--- config.mk ---
export PLATFORM = sky130hd
export DESIGN_NAME = multicycle_unit_ctrl
export DESIGN_NICKNAME = d
export VERILOG_FILES = /design/src/rtl/mc_pkg.sv /design/src/rtl/mc_watchdog_cnt.sv /design/src/rtl/multicycle_unit_ctrl.sv
export SDC_FILE = /design/constraint.sdc
export NUM_CORES = 1
export LEC_CHECK = 0
export ABC_AREA = 1
export CAP_MARGIN = 20
export CORE_MARGIN = 2
export CORE_UTILIZATION = 46
export CTS_BUF_LIST = sky130_fd_sc_hd__clkbuf_8 sky130_fd_sc_hd__clkbuf_16
export CTS_CLUSTER_DIAMETER = 100
export CTS_CLUSTER_SIZE = 40
export DETAILED_ROUTE_END_ITERATION = 6
export GPL_TIMING_DRIVEN = 0
export PLACE_DENSITY = 0.8
export REMOVE_ABC_BUFFERS = 1
export SYNTH_ARGS = -nofsm -noshare
export SYNTH_HDL_FRONTEND = slang
export SYNTH_SLANG_ARGS = --single-unit
--- constraint.sdc ---
create_clock -name clk -period 1.8 [get_ports clk]
set_input_delay 0.27 -clock clk [delete_from_list [all_inputs] [get_ports clk]]
set_output_delay 0.27 -clock clk [all_outputs]
set_load 0.05 [all_outputs]
--- src/rtl/mc_pkg.sv ---
// Shared types and defaults for the multicycle divide/sqrt sequencer.
// Latency: n/a (declarations only).
// Backpressure: n/a.
package mc_pkg;

    typedef enum logic [1:0] {
        MC_DIV   = 2'b00,
        MC_REM   = 2'b01,
        MC_FDIV  = 2'b10,
        MC_FSQRT = 2'b11
    } mc_op_e;

    typedef enum logic [1:0] {
        MC_IDLE  = 2'b00,
        MC_ISSUE = 2'b01,
        MC_WAIT  = 2'b10,
        MC_WB    = 2'b11
    } mc_state_e;

    localparam int MC_DEF_TIMEOUT = 64;
    localparam int MC_DEF_CNT_W   = 7;

    // Everything captured from EX at accept; held until the writeback handshake.
    typedef struct packed {
        mc_op_e     op;
        logic [4:0] rd;
        logic       fp;
        logic       special;
    } mc_rec_t;

    // FP ops live in the upper half of the opcode space.
    function automatic logic mc_op_is_fp(input logic [1:0] op);
        return op[1];
    endfunction

endpackage

--- src/rtl/mc_watchdog_cnt.sv ---
// Watchdog: clear/enable counter that saturates at TIMEOUT and flags the cycle it gets there.
// Latency: hit_o is combinational in the enabled cycle whose increment reaches TIMEOUT.
// Backpressure: none; counts whenever enabled.
module mc_watchdog_cnt
    import mc_pkg::*;
#(
    parameter int TIMEOUT = MC_DEF_TIMEOUT,
    parameter int CNT_W   = MC_DEF_CNT_W   // 2**CNT_W must exceed TIMEOUT
) (
    input  logic clk,
    input  logic rst_n,
    input  logic clr_i,
    input  logic en_i,
    output logic hit_o
);

    localparam logic [CNT_W-1:0] LIMIT = CNT_W'(TIMEOUT);
    localparam logic [CNT_W-1:0] LAST  = CNT_W'(TIMEOUT - 1);

    logic [CNT_W-1:0] cnt_q, cnt_d;

    // Clear wins over enable; saturate at LIMIT so the count never wraps.
    always_comb begin
        cnt_d = cnt_q;
        if (clr_i) begin
            cnt_d = '0;
        end else if (en_i && (cnt_q != LIMIT)) begin
            cnt_d = cnt_q + 1'b1;
        end
    end

    // Counter register.
    always_ff @(posedge clk or negedge rst_n) begin
        if (!rst_n) begin
            cnt_q <= '0;
        end else begin
            cnt_q <= cnt_d;
        end
    end

    // Fires in the enabled cycle whose increment lands on TIMEOUT (or if already there).
    assign hit_o = en_i && !clr_i && (cnt_q >= LAST);

endmodule

--- src/rtl/multicycle_unit_ctrl.sv ---
// Sequences one shared iterative divide/sqrt unit and hands its result to writeback.
// Latency: wb_valid 1 cycle after unit_done; div-by-zero special 1 cycle after accept.
// Backpressure: holds WB (and stall_ex) while wb_ready=0; only accepts new work in IDLE.
module multicycle_unit_ctrl
    import mc_pkg::*;
#(
    parameter int TIMEOUT = MC_DEF_TIMEOUT,
    parameter int CNT_W   = MC_DEF_CNT_W
) (
    input  logic       clk,
    input  logic       rst_n,
    input  logic       ex_req,
    input  logic [1:0] ex_op,
    input  logic [4:0] ex_rd,
    input  logic       ex_div_zero,
    input  logic       ex_kill,
    output logic       unit_start,
    output logic [1:0] unit_op,
    input  logic       unit_done,
    output logic       wb_valid,
    input  logic       wb_ready,
    output logic [4:0] wb_rd,
    output logic       wb_fp,
    output logic       wb_special,
    output logic       stall_ex,
    output logic       mc_busy,
    output logic       err_timeout
);

    mc_state_e state_q, state_d;
    mc_rec_t   rec_q, rec_d;
    logic      err_q, err_d;
    logic      accept;
    logic      acc_special;
    logic      wd_hit;

    // An op is taken only from IDLE and only if EX is not flushing it.
    assign accept      = (state_q == MC_IDLE) && ex_req && !ex_kill;
    // Div-by-zero on an integer op bypasses the unit; FP ops ignore the flag.
    assign acc_special = ex_div_zero && !mc_op_is_fp(ex_op);

    mc_watchdog_cnt #(
        .TIMEOUT (TIMEOUT),
        .CNT_W   (CNT_W)
    ) u_watchdog (
        .clk   (clk),
        .rst_n (rst_n),
        .clr_i (state_q == MC_ISSUE),
        .en_i  (state_q == MC_WAIT),
        .hit_o (wd_hit)
    );

    // Next-state, op-record capture and sticky timeout flag.
    always_comb begin
        state_d = state_q;
        rec_d   = rec_q;
        err_d   = err_q;
        case (state_q)
            MC_IDLE: begin
                if (accept) begin
                    rec_d.op      = mc_op_e'(ex_op);
                    rec_d.rd      = ex_rd;
                    rec_d.fp      = mc_op_is_fp(ex_op);
                    rec_d.special = acc_special;
                    state_d       = acc_special ? MC_WB : MC_ISSUE;
                end
            end
            MC_ISSUE: begin
                state_d = MC_WAIT;
            end
            MC_WAIT: begin
                // A completion in the last allowed cycle beats the watchdog.
                if (unit_done) begin
                    state_d = MC_WB;
                end else if (wd_hit) begin
                    err_d   = 1'b1;
                    state_d = MC_WB;
                end
            end
            MC_WB: begin
                if (wb_ready) begin
                    state_d = MC_IDLE;
                end
            end
            default: begin
                state_d = MC_IDLE;
            end
        endcase
    end

    // State, record and error registers.
    always_ff @(posedge clk or negedge rst_n) begin
        if (!rst_n) begin
            state_q <= MC_IDLE;
            rec_q   <= '0;
            err_q   <= 1'b0;
        end else begin
            state_q <= state_d;
            rec_q   <= rec_d;
            err_q   <= err_d;
        end
    end

    // Output decode: record fields drive the unit/wb buses directly so they stay
    // stable from capture until the next accept.
    assign unit_start  = (state_q == MC_ISSUE);
    assign unit_op     = rec_q.op;
    assign wb_valid    = (state_q == MC_WB);
    assign wb_rd       = rec_q.rd;
    assign wb_fp       = rec_q.fp;
    assign wb_special  = rec_q.special;
    assign mc_busy     = (state_q != MC_IDLE);
    assign stall_ex    = (state_q != MC_IDLE) || accept;
    assign err_timeout = err_q;

endmodule

[Yosys cells after proc, flatten, opt, wreduce, memory -nomap -nowiden]
Index checks and enable logic that the tools add are counted.
Cells by class
  add/subtract/negate cells: 1
  $lt $le $gt $ge: 1
  equal/unequal tests: 7
  mux-type cells: 8
  bitwise operators: 1
  reduce and logical (&&, ||, !) cells: 16
Operators with widths (count)
  two-way mux 7 bit: 2
  two-way mux 2 bit: 5
  case mux 2 bit (4 select lines): 1
  adder 7 x 1 -> 7 bit, second input constant: 1
  greater-or-equal comparator 7 x 6 -> 1 bit, second input constant: 1
  != test 7 bit, second input constant: 1
  logical AND 1 bit: 6
  AND reduction 3 bit: 2
  equality test 2 bit, second input constant: 2
  nonzero test 2 bit: 2
  zero test 1 bit: 3
  != test 3 bit, second input constant: 1
  equality test 2 x 1 -> 1 bit, second input constant: 1
  zero test 2 bit: 1
  != test 2 x 1 -> 1 bit, second input constant: 1
  != test 2 bit, second input constant: 1
  AND reduction 2 bit: 1
  logical OR 1 bit: 1
  NOT 1 bit: 1
Word-level totals
  bits in registers: 19
  bits of input ports: 14
  output and inout bits: 14
  logic and storage cells: 41

[Longest topological paths before layout]
Gate-level depths: netlist of the first run.
  depth in word-level cells: 7
  mapped depth: 9
  mapped depth without buffers: 9

[Cells and area by module]
From an unflattened synthesis of the first run, not the netlist that was laid out.
Second synthesis, totals
  cell total of the unflattened synthesis: 137
  area, all modules: 1064.8 um2
By module, submodules not included
  multicycle_unit_ctrl: times used 1, cells an instance 69, area each 574.3 um2, sequential area each 275.3 um2
  mc_watchdog_cnt: times used 1, cells an instance 68, area each 490.5 um2, sequential area each 175.2 um2

[Worst setup path before layout of the first run]
Ideal clock, no wire load.
  path kind: reg-to-output
  from: register state_q[0]
  to: output port stall_ex
  data arrival time: 1.489 ns
  data required time: 1.530 ns
  slack: 0.041 ns
  stages on the path, launching flop included: 8
  buffers on the path: 1
  cells stage by stage: dfrtp_1 inv_1 ha_1 inv_2 nor2_2 nand2_2 buf_6 nand2_1
On the way
  elaborated cells between the ends (all ways): 5
  classes of those cells: reduce/logical: 5
RTL lines
  start: declaration: line multicycle_unit_ctrl.sv:30  | mc_state_e state_q, state_d;
  start signal: assignment: line multicycle_unit_ctrl.sv:98  | state_q <= state_d;
  nonzero test 2 bit
  via mc_busy: line multicycle_unit_ctrl.sv:26  | output logic mc_busy,
  logical OR 1 bit: line multicycle_unit_ctrl.sv:113  | assign stall_ex = (state_q != MC_IDLE) || accept;
  end: declaration: line multicycle_unit_ctrl.sv:25  | output logic stall_ex,
The timed path passes the listed nets, and every way through them passes these cells.

[Worst setup path after layout of the first run]
  from: register rec_q, in the netlist unit_op[1]
  to: output port unit_op[1]
RTL lines
  start: declaration: line multicycle_unit_ctrl.sv:31  | mc_rec_t rec_q, rec_d;
  start signal: assignment: line multicycle_unit_ctrl.sv:99  | rec_q <= rec_d;
  end: declaration: line multicycle_unit_ctrl.sv:18  | output logic [1:0] unit_op,
No word-level cell between the ends.

==> flow_metrics.py, run 1 <==
metrics = {
    "route": {
        "wl_met3_um": 52,
        "vias_per_cell": 4.64,
        "avgRoutedWirePerCell_um": 11.1,
        "drc": 0,
        "routed_wl_um": 2050,
        "met2_length_um": 1030,
        "route.top_layer_used": "met4",
        "drt-initial-drc-count": 10,
        "ant_nets": 0,
        "vias": 858,
        "firstDrtPassIters": 3,
        "wl_met1_um": 939,
    },
    "synth": {
        "ys_seq_elements": 18,
        "ys_types": 22,
        "syn_area_um2": 1000,
        "avgSynthCellArea_um2": 7.91,
        "yosysWarnings": 0,
        "synthCells": 127,
        "synth-seq-area-share": 0.448,
    },
    "pwr": {
        "p_switching_uw": 1150,
        "pwr-share-seq": 0.270,
        "internal-power_uw": 1170,
        "sw_frac_of_total": 0.496,
        "pwr_density_cell_nw_per_um2": 1710,
        "power.total_uw": 2330,
        "power_frac_clock": 0.142,
        "leakage_uw": 0.000717,
        "combPwrFrac": 0.588,
        "peakVddDrop_mv": 1.27,
    },
    "placement": {
        "place_area_um2": 1290,
        "gp_congestion": 0.731,
        "dpl.hpwl_um": 1510,
        "port_buffers": 27,
        "pre_cts_ws_ns": -0.428,
    },
    "sta": {
        "hold_violations": 0,
        "rsz0062_at_grt": "false",
        "fin_crit_ns": 1.69,
        "slew_headroom": 0.458,
        "post-route-period-util": 0.941,
        "finClkSkew_ns": 0.00131,
        "setup_slack_ns": 0.107,
        "drv_slew": 0,
        "fmax_ghz": 0.591,
        "finalSetupViolCount": 0,
        "tightest_slew_ns": 0.810,
    },
    "floorplanning": {
        "core_um2": 2000,
        "die_h_um": 50.7,
        "io_pins": 28,
        "dieWidth_um": 50.7,
        "initial_core_util": 0.502,
        "rows": 16,
        "dieArea_um2": 2570,
    },
    "worst_setup_path": {
        "end_kind": "output port",
        "required_ns": 1.53,
        "cpPeakStageDelay_ns": 0.81,
        "critical_path.slowest_cell": "clkdlybuf4s50_1",
        "worst-setup-path-type": "reg -> out",
        "regToRegSetupSlack_ns": 0.18,
        "path_max_fanout": 3,
        "startpoint_type": "register",
        "critPathTopFamily": "buffers and inverters",
        "worstRegToRegCells": 10,
        "r2r-start": "state_q[0]",
        "path_cells": "clkdlybuf4s50_1",
        "r2r-end": "state_q[1]",
        "cp_data_arrival_time_ns": 1.42,
        "crit_buf_inv": 1,
    },
    "min_path": {
        "min_from": "err_timeout",
        "holdPathEnd": "err_timeout",
        "hold_path.class": "reg -> reg",
        "hold_depth": 1,
    },
    "clocking": {
        "clock-root-buffer": "clkbuf_8",
        "cts_htree_levels": 1,
        "tritoncts": "yes",
        "clk_pin_slew_ns": 0.07,
        "cts_sinks": 18,
        "clock_latency_ns": 0.25,
        "cts_made_buffers": 3,
        "postCtsHoldBufs": 0,
        "clk_path_buf_depth": 2,
    },
    "global_routing": {
        "antenna_found_initial": 0,
        "grt_pass1_vias": 871,
        "grt_pass1_wl_um": 3690,
        "grt_overflow_total": 0,
        "grt_use_total": 0.186,
        "grt_max_degree": 19,
    },
    "final_layout": {
        "areaGrowthSynthToFinish_pct": 35.1,
        "num_antenna_cells": 0,
        "layout-drive-gt1-share": 0.152,
        "layout_commonest_cell": "nand2_1",
        "nNetsFinal": 180,
        "fin_area_um2": 1360,
        "layout_common_cells": "nand2_1 (47), clkdlybuf4s50_1 (23), dfrtp_1 (18), inv_1 (14), nand3_1 (8)",
    },
    "status": {
        "status": "finished, final reports clean",
    },
    "flow_run": {
        "drv_cap": 0,
    },
}
==> area by class of cell <==
class                   instances  area, um2
inverters                      19       72.6
multi-input cells              88        470
fillers                       172        644
well taps                      27       33.8
repair buffers                 29        275
flip-flops and latches         18        450
clock buffers                   4       55.1
==> routing by layer <==
| metal | GRT usage | vias up |
|---|---|---|
| li1 | - | 451 |
| met1 | 0.238 | 391 |
| met2 | 0.322 | 14 |
| met3 | 0.0208 | 2 |
| met4 | 0.0676 | 0 |
| met5 | 0 | - |
==> kinds of logic after synthesis <==
logic type	share of synthesized area
xor gates and xnor gates	0.00872
buffers and inverters	0.0909
AOI/OAI and AO/OA	0.0560
DFF	0.448
and+or+nand+nor	0.309
adders and majority gates	0.0872
==> what timing repair did <==
item	4_1_cts	5_1_grt
resized for setup	15	3
endpoints found under the setup margin	4	3
pin swaps	0	1
endpoints found under the hold margin	0	0
buffers inserted	0	2
==> synthesized netlist by cell type <==
library cell / instances / area share
a21o_1: 1 / 0.0075
a21oi_1: 2 / 0.010
a21oi_2: 1 / 0.0087
buf_4: 1 / 0.0075
buf_6: 1 / 0.011
clkinv_2: 1 / 0.0050
dfrtp_1: 18 / 0.45
ha_1: 7 / 0.087
inv_1: 16 / 0.060
inv_2: 2 / 0.0075
nand2_1: 47 / 0.18
nand2_2: 2 / 0.012
nand3_1: 8 / 0.040
nand3_2: 3 / 0.030
nand4_1: 1 / 0.0062
nor2_1: 7 / 0.026
nor2_2: 3 / 0.019
o211ai_1: 1 / 0.0075
o21ai_0: 1 / 0.0050
o21ai_1: 2 / 0.010
o21bai_1: 1 / 0.0075
xor2_1: 1 / 0.0087
==> worst register-to-register path, cell delays in order (launching register included) <==
cell     delay [ns]
dfrtp_1        0.43
inv_2          0.09
ha_2           0.21
inv_2          0.05
nor2_2         0.12
nand2_4        0.06
buf_4          0.17
a21oi_2        0.19
nand2_1        0.09
nand2_1        0.06
nand2_1        0.05
==> state kept, by name, summed over array words and instances, names as in the netlist <==
| register | flops |
|---|---|
| wb_rd | 5 |
| u_watchdog.cnt_q | 7 |
| state_q | 2 |
| unit_op | 2 |
| err_timeout | 1 |
| wb_special | 1 |
==> through the flow <==
stage	cells	TNS [ns]	hold WS, ns	utilization
global route	185	0	0.506	0.678
finish	185	0	0.461	0.678
global placement	179	-0.428	0.450	0.644
floorplan	125	0	-0.0256	-
detailed placement	179	-0.533	0.447	0.644
CTS	183	-0.00321	0.471	0.676
==> power groups by stage <==
stage | Combinational, uW | Clock [uW] | Sequential (uW)
floorplan | 611 | 0 | 958
global placement | 1330 | 0 | 627
detailed placement | 1360 | 0 | 633
CTS | 1370 | 337 | 629
global route | 1480 | 353 | 649
finish | 1370 | 330 | 629
==> worst max-delay path by stage <==
stage,startpoint,to,slack [ns],depth (start not counted)
6_report,unit_op[1],unit_op[1],0.11,1
3_3_place_gp,state_q[0],stall_ex,-0.38,7
4_1_cts,state_q[1],stall_ex,-0.003,7
5_1_grt,state_q[0],stall_ex,0.02,7
3_5_place_dp,state_q[0],stall_ex,-0.43,7
2_1_floorplan,state_q[0],stall_ex,0.08,6
Note: power is estimated with default switching activity, not from simulation.
==> run 2: changes to the inputs <==
--- a/config.mk
+++ b/config.mk
@@ -6,11 +6,9 @@
 export NUM_CORES = 1
 export LEC_CHECK = 0
 export ABC_AREA = 1
-export CAP_MARGIN = 20
 export CORE_MARGIN = 2
 export CORE_UTILIZATION = 46
 export CTS_BUF_LIST = sky130_fd_sc_hd__clkbuf_8 sky130_fd_sc_hd__clkbuf_16
-export CTS_CLUSTER_DIAMETER = 100
 export CTS_CLUSTER_SIZE = 40
 export DETAILED_ROUTE_END_ITERATION = 6
 export GPL_TIMING_DRIVEN = 0
==> results of run 2 <==
Final layout, timing and power as in run 1 (identical DEF).
